--- config.mk ---
export PLATFORM = sky130hd
export DESIGN_NAME = lcd_bridge_flat
export DESIGN_NICKNAME = d
export VERILOG_FILES = /design/src/rtl/lcd_pkg.sv /design/src/rtl/lcd_bridge_if.sv /design/src/rtl/lcd_timer.sv /design/src/rtl/lcd_bridge.sv /design/src/flat_wrapper.sv
export SDC_FILE = /design/constraint.sdc
export NUM_CORES = 1
export LEC_CHECK = 0
export ABC_CLOCK_PERIOD_IN_PS = 2100
export CORE_UTILIZATION = 50
export CTS_BUF_LIST = sky130_fd_sc_hd__clkbuf_4 sky130_fd_sc_hd__clkbuf_8
export DETAILED_ROUTE_END_ITERATION = 6
export MAX_ROUTING_LAYER = met4
export PLACE_DENSITY = 0.8
export SETUP_SLACK_MARGIN = 0.2
export SLEW_MARGIN = 20
export SYNTH_ARGS = -nofsm -noshare
export SYNTH_HDL_FRONTEND = slang
export SYNTH_SLANG_ARGS = --single-unit
--- constraint.sdc ---
create_clock -name clk -period 2.1 [get_ports clk]
set_input_delay 0.42 -clock clk [delete_from_list [all_inputs] [get_ports clk]]
set_output_delay 0.42 -clock clk [all_outputs]
set_load 0.05 [all_outputs]
--- src/rtl/lcd_pkg.sv ---
// Shared types and timing defaults for the LCD write bridge.
// Long-command detection lives here so the FSM and any checkers agree on it.
package lcd_pkg;

   typedef enum logic [2:0] {
      IDLE  = 3'd0,
      SETUP = 3'd1,
      PULSE = 3'd2,
      HOLD  = 3'd3,
      EXEC  = 3'd4
   } state_t;

   localparam logic [7:0] CMD_CLEAR = 8'h01;
   localparam logic [7:0] CMD_HOME  = 8'h02;

   localparam int T_AS_DEF        = 2;
   localparam int T_PW_DEF        = 6;
   localparam int T_H_DEF         = 2;
   localparam int T_EXEC_DEF      = 48;
   localparam int T_EXEC_LONG_DEF = 1640;
   localparam int CW_DEF          = 11;

   // Clear (0x01), home (0x02) and home with the don't-care bit set (0x03).
   function automatic logic is_long_cmd(input logic rs, input logic [7:0] d);
      return !rs && ((d == CMD_CLEAR) || (d == CMD_HOME) || (d == (CMD_CLEAR | CMD_HOME)));
   endfunction

endpackage

--- src/rtl/lcd_bridge_if.sv ---
// CPU-side strobe/bus plus LCD-side pins of the bridge, with the FSM state for debug.
// Handshake: a write is one lcd_e_in strobe; while n_rdy=1 the CPU holds strobe, rs_in and d_in.
interface lcd_bridge_if;
   import lcd_pkg::*;

   logic       lcd_e_in;
   logic       rs_in;
   logic [7:0] d_in;
   logic       n_rdy;
   logic       lcd_rs;
   logic       lcd_rw;
   logic       lcd_e;
   logic [7:0] lcd_d;
   logic       busy;
   state_t     state;

   modport master (
      output lcd_e_in, rs_in, d_in,
      input  n_rdy, lcd_rs, lcd_rw, lcd_e, lcd_d, busy, state
   );

   modport slave (
      input  lcd_e_in, rs_in, d_in,
      output n_rdy, lcd_rs, lcd_rw, lcd_e, lcd_d, busy, state
   );

endinterface

--- src/rtl/lcd_timer.sv ---
// Loadable down-counter that parks at zero; zero_o flags the terminal count.
module lcd_timer #(
   parameter int CW = 11
) (
   input  logic          clk,
   input  logic          n_rst,
   input  logic          load_i,
   input  logic [CW-1:0] load_val_i,
   output logic          zero_o
);

   logic [CW-1:0] count_q, count_d;

   always_comb begin
      count_d = count_q;
      if (load_i)
         count_d = load_val_i;
      else if (count_q != '0)
         count_d = count_q - 1'b1;
   end

   always_ff @(posedge clk) begin
      if (!n_rst)
         count_q <= '0;
      else
         count_q <= count_d;
   end

   assign zero_o = (count_q == '0);

endmodule

--- src/rtl/lcd_bridge.sv ---
// Replays CPU writes to an HD44780-style LCD with setup/pulse/hold timing and
// stalls the CPU through n_rdy while the previous command is still executing.
module lcd_bridge
   import lcd_pkg::*;
#(
   parameter int T_AS        = T_AS_DEF,
   parameter int T_PW        = T_PW_DEF,
   parameter int T_H         = T_H_DEF,
   parameter int T_EXEC      = T_EXEC_DEF,
   parameter int T_EXEC_LONG = T_EXEC_LONG_DEF,
   parameter int CW          = CW_DEF
) (
   input  logic         clk,
   input  logic         n_rst,
   lcd_bridge_if.slave  bus
);

   localparam logic [CW-1:0] AS_LD   = CW'(T_AS - 1);
   localparam logic [CW-1:0] PW_LD   = CW'(T_PW - 1);
   localparam logic [CW-1:0] H_LD    = CW'(T_H - 1);
   localparam logic [CW-1:0] EX_LD   = CW'(T_EXEC - 1);
   localparam logic [CW-1:0] EXL_LD  = CW'(T_EXEC_LONG - 1);

   state_t     state_q;
   logic       accepted_q, accepted_d;
   logic       lcd_e_q;
   logic       lcd_rs_q;
   logic [7:0] lcd_d_q;

   logic          accept;
   logic          tmr_load;
   logic [CW-1:0] tmr_val;
   logic          tmr_zero;

   lcd_timer #(.CW(CW)) u_timer (
      .clk        (clk),
      .n_rst      (n_rst),
      .load_i     (tmr_load),
      .load_val_i (tmr_val),
      .zero_o     (tmr_zero)
   );

   // accepted blocks a strobe that is still high after its own write from retriggering.
   assign accept = bus.lcd_e_in && (state_q == IDLE) && !accepted_q;

   always_comb begin
      if (!bus.lcd_e_in)
         accepted_d = 1'b0;
      else if (accept)
         accepted_d = 1'b1;
      else
         accepted_d = accepted_q;
   end

   always_comb begin
      tmr_load = 1'b0;
      tmr_val  = '0;
      case (state_q)
         IDLE:  if (accept)   begin tmr_load = 1'b1; tmr_val = AS_LD; end
         SETUP: if (tmr_zero) begin tmr_load = 1'b1; tmr_val = PW_LD; end
         PULSE: if (tmr_zero) begin tmr_load = 1'b1; tmr_val = H_LD;  end
         HOLD:  if (tmr_zero) begin
                   tmr_load = 1'b1;
                   tmr_val  = is_long_cmd(lcd_rs_q, lcd_d_q) ? EXL_LD : EX_LD;
                end
         default: ;
      endcase
   end

   always_ff @(posedge clk) begin
      if (!n_rst) begin
         state_q    <= IDLE;
         accepted_q <= 1'b0;
         lcd_e_q    <= 1'b0;
         lcd_rs_q   <= 1'b0;
         lcd_d_q    <= 8'h00;
      end else begin
         accepted_q <= accepted_d;
         case (state_q)
            IDLE: if (accept) begin
               lcd_rs_q <= bus.rs_in;
               lcd_d_q  <= bus.d_in;
               state_q  <= SETUP;
            end
            SETUP: if (tmr_zero) begin
               lcd_e_q <= 1'b1;
               state_q <= PULSE;
            end
            PULSE: if (tmr_zero) begin
               lcd_e_q <= 1'b0;
               state_q <= HOLD;
            end
            HOLD: if (tmr_zero) state_q <= EXEC;
            EXEC: if (tmr_zero) state_q <= IDLE;
            default: begin
               lcd_e_q <= 1'b0;
               state_q <= IDLE;
            end
         endcase
      end
   end

   assign bus.n_rdy  = bus.lcd_e_in & ~accepted_q & (state_q != IDLE);
   assign bus.busy   = (state_q != IDLE);
   assign bus.lcd_e  = lcd_e_q;
   assign bus.lcd_rs = lcd_rs_q;
   assign bus.lcd_d  = lcd_d_q;
   assign bus.lcd_rw = 1'b0;
   assign bus.state  = state_q;

endmodule

--- src/flat_wrapper.sv ---
// flat-port wrapper written by rule: the top's interface ports become plain ports
module lcd_bridge_flat import lcd_pkg::*;
#(
   parameter int T_AS        = T_AS_DEF,
   parameter int T_PW        = T_PW_DEF,
   parameter int T_H         = T_H_DEF,
   parameter int T_EXEC      = T_EXEC_DEF,
   parameter int T_EXEC_LONG = T_EXEC_LONG_DEF,
   parameter int CW          = CW_DEF
)
  (clk, n_rst, bus_lcd_e_in, bus_rs_in, bus_d_in, bus_n_rdy, bus_lcd_rs, bus_lcd_rw, bus_lcd_e, bus_lcd_d, bus_busy, bus_state);
  lcd_bridge_if bus_i ();
  input  logic clk;
  input  logic n_rst;
  input wire logic [$bits(bus_i.lcd_e_in)-1:0] bus_lcd_e_in;
  input wire logic [$bits(bus_i.rs_in)-1:0] bus_rs_in;
  input wire logic [$bits(bus_i.d_in)-1:0] bus_d_in;
  output wire logic [$bits(bus_i.n_rdy)-1:0] bus_n_rdy;
  output wire logic [$bits(bus_i.lcd_rs)-1:0] bus_lcd_rs;
  output wire logic [$bits(bus_i.lcd_rw)-1:0] bus_lcd_rw;
  output wire logic [$bits(bus_i.lcd_e)-1:0] bus_lcd_e;
  output wire logic [$bits(bus_i.lcd_d)-1:0] bus_lcd_d;
  output wire logic [$bits(bus_i.busy)-1:0] bus_busy;
  output wire logic [$bits(bus_i.state)-1:0] bus_state;
  assign bus_i.lcd_e_in = bus_lcd_e_in;
  assign bus_i.rs_in = bus_rs_in;
  assign bus_i.d_in = bus_d_in;
  assign bus_n_rdy = bus_i.n_rdy;
  assign bus_lcd_rs = bus_i.lcd_rs;
  assign bus_lcd_rw = bus_i.lcd_rw;
  assign bus_lcd_e = bus_i.lcd_e;
  assign bus_lcd_d = bus_i.lcd_d;
  assign bus_busy = bus_i.busy;
  assign bus_state = bus_i.state;
  lcd_bridge #(.T_AS(T_AS), .T_PW(T_PW), .T_H(T_H), .T_EXEC(T_EXEC), .T_EXEC_LONG(T_EXEC_LONG), .CW(CW)) u_core (.clk(clk), .n_rst(n_rst), .bus(bus_i));
endmodule
== Word-level counts from Yosys, hierarchy flattened ==
Index checks and enable logic that the tools add are counted.

* $add $sub $neg: 1
* Multiply operators: 0
* Div/mod/pow operators: 0
* Magnitude comparators: 0
* Equality and inequality tests: 12
* Shifts and indexed selects: 0
* Mux-type cells: 20
* Bitwise operators: 4
* Reductions and logical operators: 18

{| class="wikitable"
|+ Operator list
! operator !! number
|-
| $mux W11 || 4
|-
| $pmux W11 S4 || 1
|-
| $mux W3 || 6
|-
| $eq A8 B2 Y1 const B || 2
|-
| $pmux W3 S5 || 1
|-
| $logic_not A11 Y1 || 1
|-
| $reduce_bool A11 Y1 || 1
|-
| $sub A11 B1 Y11 const B || 1
|-
| $ne A2 B1 Y1 const B || 5
|-
| $eq A8 B1 Y1 const B || 1
|-
| $eq A3 B2 Y1 const B || 2
|-
| $mux W1 || 6
|-
| $reduce_or A3 Y1 || 2
|-
| $reduce_and A5 Y1 || 1
|-
| $reduce_and A2 Y1 || 2
|-
| $eq A3 B1 Y1 const B || 1
|-
| $eq A3 B3 Y1 const B || 1
|-
| $logic_and A1 B1 Y1 || 3
|-
| $logic_not A3 Y1 || 1
|-
| $pmux W1 S3 || 1
|-
| $reduce_and A3 Y1 || 1
|-
| $reduce_bool A3 Y1 || 1
|-
| $and A1 B1 Y1 || 2
|-
| $logic_not A1 Y1 || 2
|-
| 4 further kinds || 6
|}

* Register bits: 25
* Bits in latches: 0
* Bits in writable memories: 0
* ROM bits: 0
* Input bits: 12
* Logic and storage cells: 61
* Memories kept: 0

== Longest topological paths before layout ==
* Depth after elaboration: 8
* Mapped depth: 7
* Gate-level depth less buffers: 6

== Cells and area by module ==
Synthesis repeated with hierarchy kept, for this count alone.

* Cells, all modules: 153
* Area total of the unflattened synthesis: 1,337.5 um^2

{| class="wikitable"
|+ By module, submodules not included
! module !! instances !! cells each !! area an instance (um^2)
|-
| lcd_bridge || 1 || 80 || 704.4
|-
| lcd_timer || 1 || 73 || 633.1
|}

== Worst setup path before layout ==
Ideal clock, no wire load.

* Kind: register -> output
* Start point: register u_core.state_q[1] (netlist: u_core.bus.state[1])
* End point: output port bus_n_rdy
* Arrival: 1.885 ns
* Data required time: 1.680 ns
* Slack: -0.205 ns
* Cell stages (with the launch flop): 4
* Cells stage by stage: dfxtp_1 or3_1 nor2b_1 and2_1

* Word-level cells in the longest chain between the ends: 2

{| class="wikitable"
|+ RTL lines
! element !! RTL line !! source
|-
| start: declaration || lcd_bridge.sv:24 || <nowiki>state_t state_q;</nowiki>
|-
| start signal: assignment || lcd_bridge.sv:72 || <nowiki>state_q <= IDLE;</nowiki>
|-
| start signal: assignment || lcd_bridge.sv:83 || <nowiki>state_q <= SETUP;</nowiki>
|-
| start signal: assignment || lcd_bridge.sv:87 || <nowiki>state_q <= PULSE;</nowiki>
|-
| $reduce_bool A3 Y1 || -- ||
|-
| via bus_busy || flat_wrapper.sv:23 || <nowiki>output wire logic [$bits(bus_i.busy)-1:0] bus_busy;</nowiki>
|-
| $and A1 B1 Y1 || lcd_bridge.sv:103 || <nowiki>assign bus.n_rdy = bus.lcd_e_in & ~accepted_q & (state_q != IDLE);</nowiki>
|-
| end: declaration || flat_wrapper.sv:18 || <nowiki>output wire logic [$bits(bus_i.n_rdy)-1:0] bus_n_rdy;</nowiki>
|}

The timed path passes the listed nets, and every way through them passes these cells.

== Worst setup path in the final report ==
* Start point: register u_core.state_q[0] (netlist: u_core.bus.state[0])
* End point: output port bus_n_rdy

* Word-level cells in the longest chain between the ends: 2

{| class="wikitable"
|+ RTL lines
! element !! RTL line
|-
| $reduce_bool A3 Y1 || lcd_bridge.sv:103
|-
| $and A1 B1 Y1 || lcd_bridge.sv:103
|}

Every way passes these cells.

==> metrics.md <==
| Metric | Value |
|---|---|
| Multi-input logic area | slightly below 700 sq um |
| Cells after Synth | approximately 150 |
| Sequential Area | between 500 and 600 sq um |
| Maximum fanout count along the critical path | 3 |
| Number of clock sinks | 25 |
| Top library cells by usage in the layout, fill and taps aside | 28 x nand2_1, 20 x dfxtp_1, 14 x a21oi_1, 14 x dlygate4sd2_1, 14 x buf_4 |
| Clk Latency, worst-skew pair | 0.33 ns |
| Number of distinct standard cells referenced by the synthesized netlist | 39 |
| Cells traversed along the worst timing path | or3_4 > nor2b_4 > and2_4 > buf_12 |
| Final #Nets | a little under 200 |
| Net Count, Synth | roughly 160 |
| Number of DRC markers in iteration 0 | 30 |
| Via count of the first global-routing pass | ~1100 |
| Power density cells | approximately 1400 nW/um^2 |
| Crit path launch type | flop |
| Biggest cell delay along the critical path | approximately 0.40 ns |
| Final hold viol count | 0 |
| Number of routed nets with antenna violations | 0 |
| Clock tree from TritonCTS | yes |
| Clock transition at the register clock pins on the worst setup and hold paths after CTS | roughly 0.15 ns |
| Count of TritonRoute iterations in the first routing pass | 5 |
| Crit Path Class | reg2out |
| Part of the power in registers | a little under a third |
| Number of buffer and inverter stages on the critical path | 1 |
| Number of violations of the max-capacitance limit | 0 |
| Height of the chip | between 50 and 60 um |
| Power share of the combinational group | between 50% and 60% |
| Switching share of total power | 44.55% |
| Count of port buffers added during placement | 26 |
| Wirelength per Cell | ~14 um |
| Sequential-to-total area share from yosys stat | ~43% |
| Library cell used as clock root buffer | clkbuf_4 |
| Clock power frac | about 9.9% |
| Syn. warnings | 0 |
| Layout Skew | roughly 0.0093 ns |
| Internal reg-to-reg setup slack | ~0.24 ns |
| Congestion Overflow GR | 0 |
| Max-slew violations | 0 |
| Sort of element at the end of the critical path | output port |
| Outcome | completed |
| Switching Power | roughly 1.0 mW |
| Largest net degree at the start of global routing | 17 |
| Global Route Usage Sum | 25.73% |
| Total die area | between 2000 and 3000 sq um |
| Yosys top cell by area | dfxtp_1 |
| Antenna violations before repair | 0 |
| CTS Buffer Depth | 2 |
| Gp weighted congestion | 0.9120 |
| Quantity of hold-fixing buffers added after cts | 0 |
| Detail-routed via count per cell | about 5.7 |
| First-pass GRT wire length | between 4 and 5 mm |
| Dominant delay contributor by cell family on the critical path | simple AND/OR/NAND/NOR gates |
| Std-Cell Rows | 17 |
| Total standard cell area after synthesis | 1169 sq um |
| Num ports | 28 |
| Vias after detailed routing | 1204 |
| Critical Path Slowest Stage Cell | or3_4 |
| Fraction of layout instances using a drive strength above 1 | about a fifth |
| Setup repair after global routing missed its margin | yes |
| Cell-internal power | between 1 and 1.5 mW |
| Post-detailed-routing wire length | slightly below 3 mm |
| Initial Util | approximately 53% |
| H-tree depth reported by CTS | 1 |
| DP Wirelength | 1.965 mm |
| Num CTS Buffers | 3 |
| Final period utilization | between 90% and 100% |
| CP Data Arrival Time | roughly 1.6 ns |
| Residual DRC | 0 |
| Area growth from synthesis to layout | 39.83% |
| Core area | approximately 2200 sq um |
| Antenna diode count | 0 |
| Type of the most critical hold path | reg2reg |
| Area share of the largest cell type after synthesis | between 40% and 50% |
| Largest cells by area after synthesis | dfxtp_1 43%, nand2_1 9.0%, a21oi_1 6.0%, or3_1 2.7%, or4_1 2.6% |
| Post-Syn Area per Cell | approximately 8 sq um |
| Max Clock Freq | 508.1 MHz |
| Die width | between 50 and 60 um |
| Min cycle time layout | a little under 2 ns |
| Final number of setup-violating endpoints | 0 |
| Max rail drop VDD | approximately 0.0008 V |
| Post-place setup slack | 0.1520 ns |
| Final-layout setup total negative slack | 0 ns |
| Most common cell after layout, fill and taps aside | nand2_1 |
| Number of storage elements in the synthesis netlist | 25 |
| Setup WS post-layout | roughly 0.13 ns |
| Number of filler cells placed in the layout | ~190 |
| Cell leakage power | between 0.6 and 0.7 nW |
| Required time of the worst setup path | approximately 1.7 ns |
## cells in the mapped netlist, drive strengths merged
cell,instances
nand2,28
dfxtp,25
a21oi,15
nor2,7
clkbuf,6
or3,6
inv,5
nor3,5
or4,5
o21ai,4
a31oi,3
nand3,3
nor4,3
o21a,3
a311oi,2
and3,2
nand2b,2
nor2b,2
o211ai,2
o31ai,2
a211oi,1
a31o,1
a41oi,1
and2,1
buf,1
conb,1
ha,1
mux2i,1
nand4,1
nor4b,1
o2111ai,1
o311ai,1
or2,1
or3b,1
or4b,1
xnor2,1
## metrics by stage
stage | total power, mW | instance area (sq um) | util [%] | std cells | hold WS [ns]
3_3_place_gp | 1.839 | 1483 | 67.02 | 197 | 0.4575
5_1_grt | 2.513 | 1634 | 73.87 | 211 | 0.5061
6_report | 2.342 | 1634 | 73.87 | 211 | 0.4830
2_1_floorplan | 1.537 | 1177 | - | 146 | 0.4520
3_5_place_dp | 1.869 | 1483 | 67.02 | 197 | 0.4640
4_1_cts | 2.168 | 1562 | 70.59 | 206 | 0.4848
## final cells by class
| cell class | count | area share [%] |
|---|---|---|
| Sequential cell | 25 | 31.62 |
| Tap cell | 28 | 2.144 |
| Inverter | 5 | 1.149 |
| Timing Repair Buffer | 40 | 21.90 |
| Clock inverter | 1 | 0.5360 |
| Clock buffer | 3 | 1.378 |
| Multi-Input combinational cell | 109 | 41.27 |
## power by group through the flow
stage | registers, mW | logic (mW) | clock network (mW)
floorplan | 0.841 | 0.696 | 0
global placement | 0.707 | 1.13 | 0
detailed placement | 0.716 | 1.15 | 0
CTS | 0.699 | 1.23 | 0.241
global route | 0.738 | 1.51 | 0.264
finish | 0.719 | 1.39 | 0.233
## cells by family after synthesis
logic type / count (synthesis) / share of synthesized area [%]
xor+xnor: 1 / 0.7496
mux: 1 / 0.8566
fa+ha+maj: 1 / 1.070
flops: 25 / 42.83
other cells: 1 / 0.3209
buf+inv: 12 / 4.176
compound gates: 36 / 19.70
simple gates: 69 / 30.30
## sequential cells by signal (all words and copies together), names as in the netlist
register and count:
u_core.bus.lcd_e 1, u_core.u_timer.count_q 11, u_core.accepted_q 1, u_core.bus.lcd_d 8, u_core.bus.state 3, u_core.bus.lcd_rs 1
## worst min-delay path, cell delays in order, from the launching register on
cell     delay, ns
dfxtp_1       0.35
nand2_1       0.05
a21oi_1       0.06
## final timing paths
| check | from | endpoint | cells after the start |
|---|---|---|---|
| max | u_core.bus.state[0] | bus_n_rdy | 4 |
| min | u_core.bus.lcd_d[5] | u_core.bus.lcd_d[5] | 2 |
| max reg2reg | u_core.u_timer.count_q[0] | u_core.u_timer.count_q[7] | 4 |
| min reg2reg | u_core.bus.lcd_d[5] | u_core.bus.lcd_d[5] | 2 |
## what timing repair did
action / CTS / global route
setup endpoints to repair: 21 / 7
resized for setup: 22 / 8
setup buffers: 5 / 5
cloned: 0 / 0
pin swaps: 1 / 1
## per-layer routing
layer	part of all wire [%]	vias to the layer above	GRT usage, %	wire (um)
li1	-	607	-	-
met1	47	561	32.71	1377
met2	48	32	41.78	1403
met3	3.8	4	6.667	110
met4	1.2	0	4.167	34
met5	0	-	-	0
No activity file was read; power rests on OpenSTA's default activity.
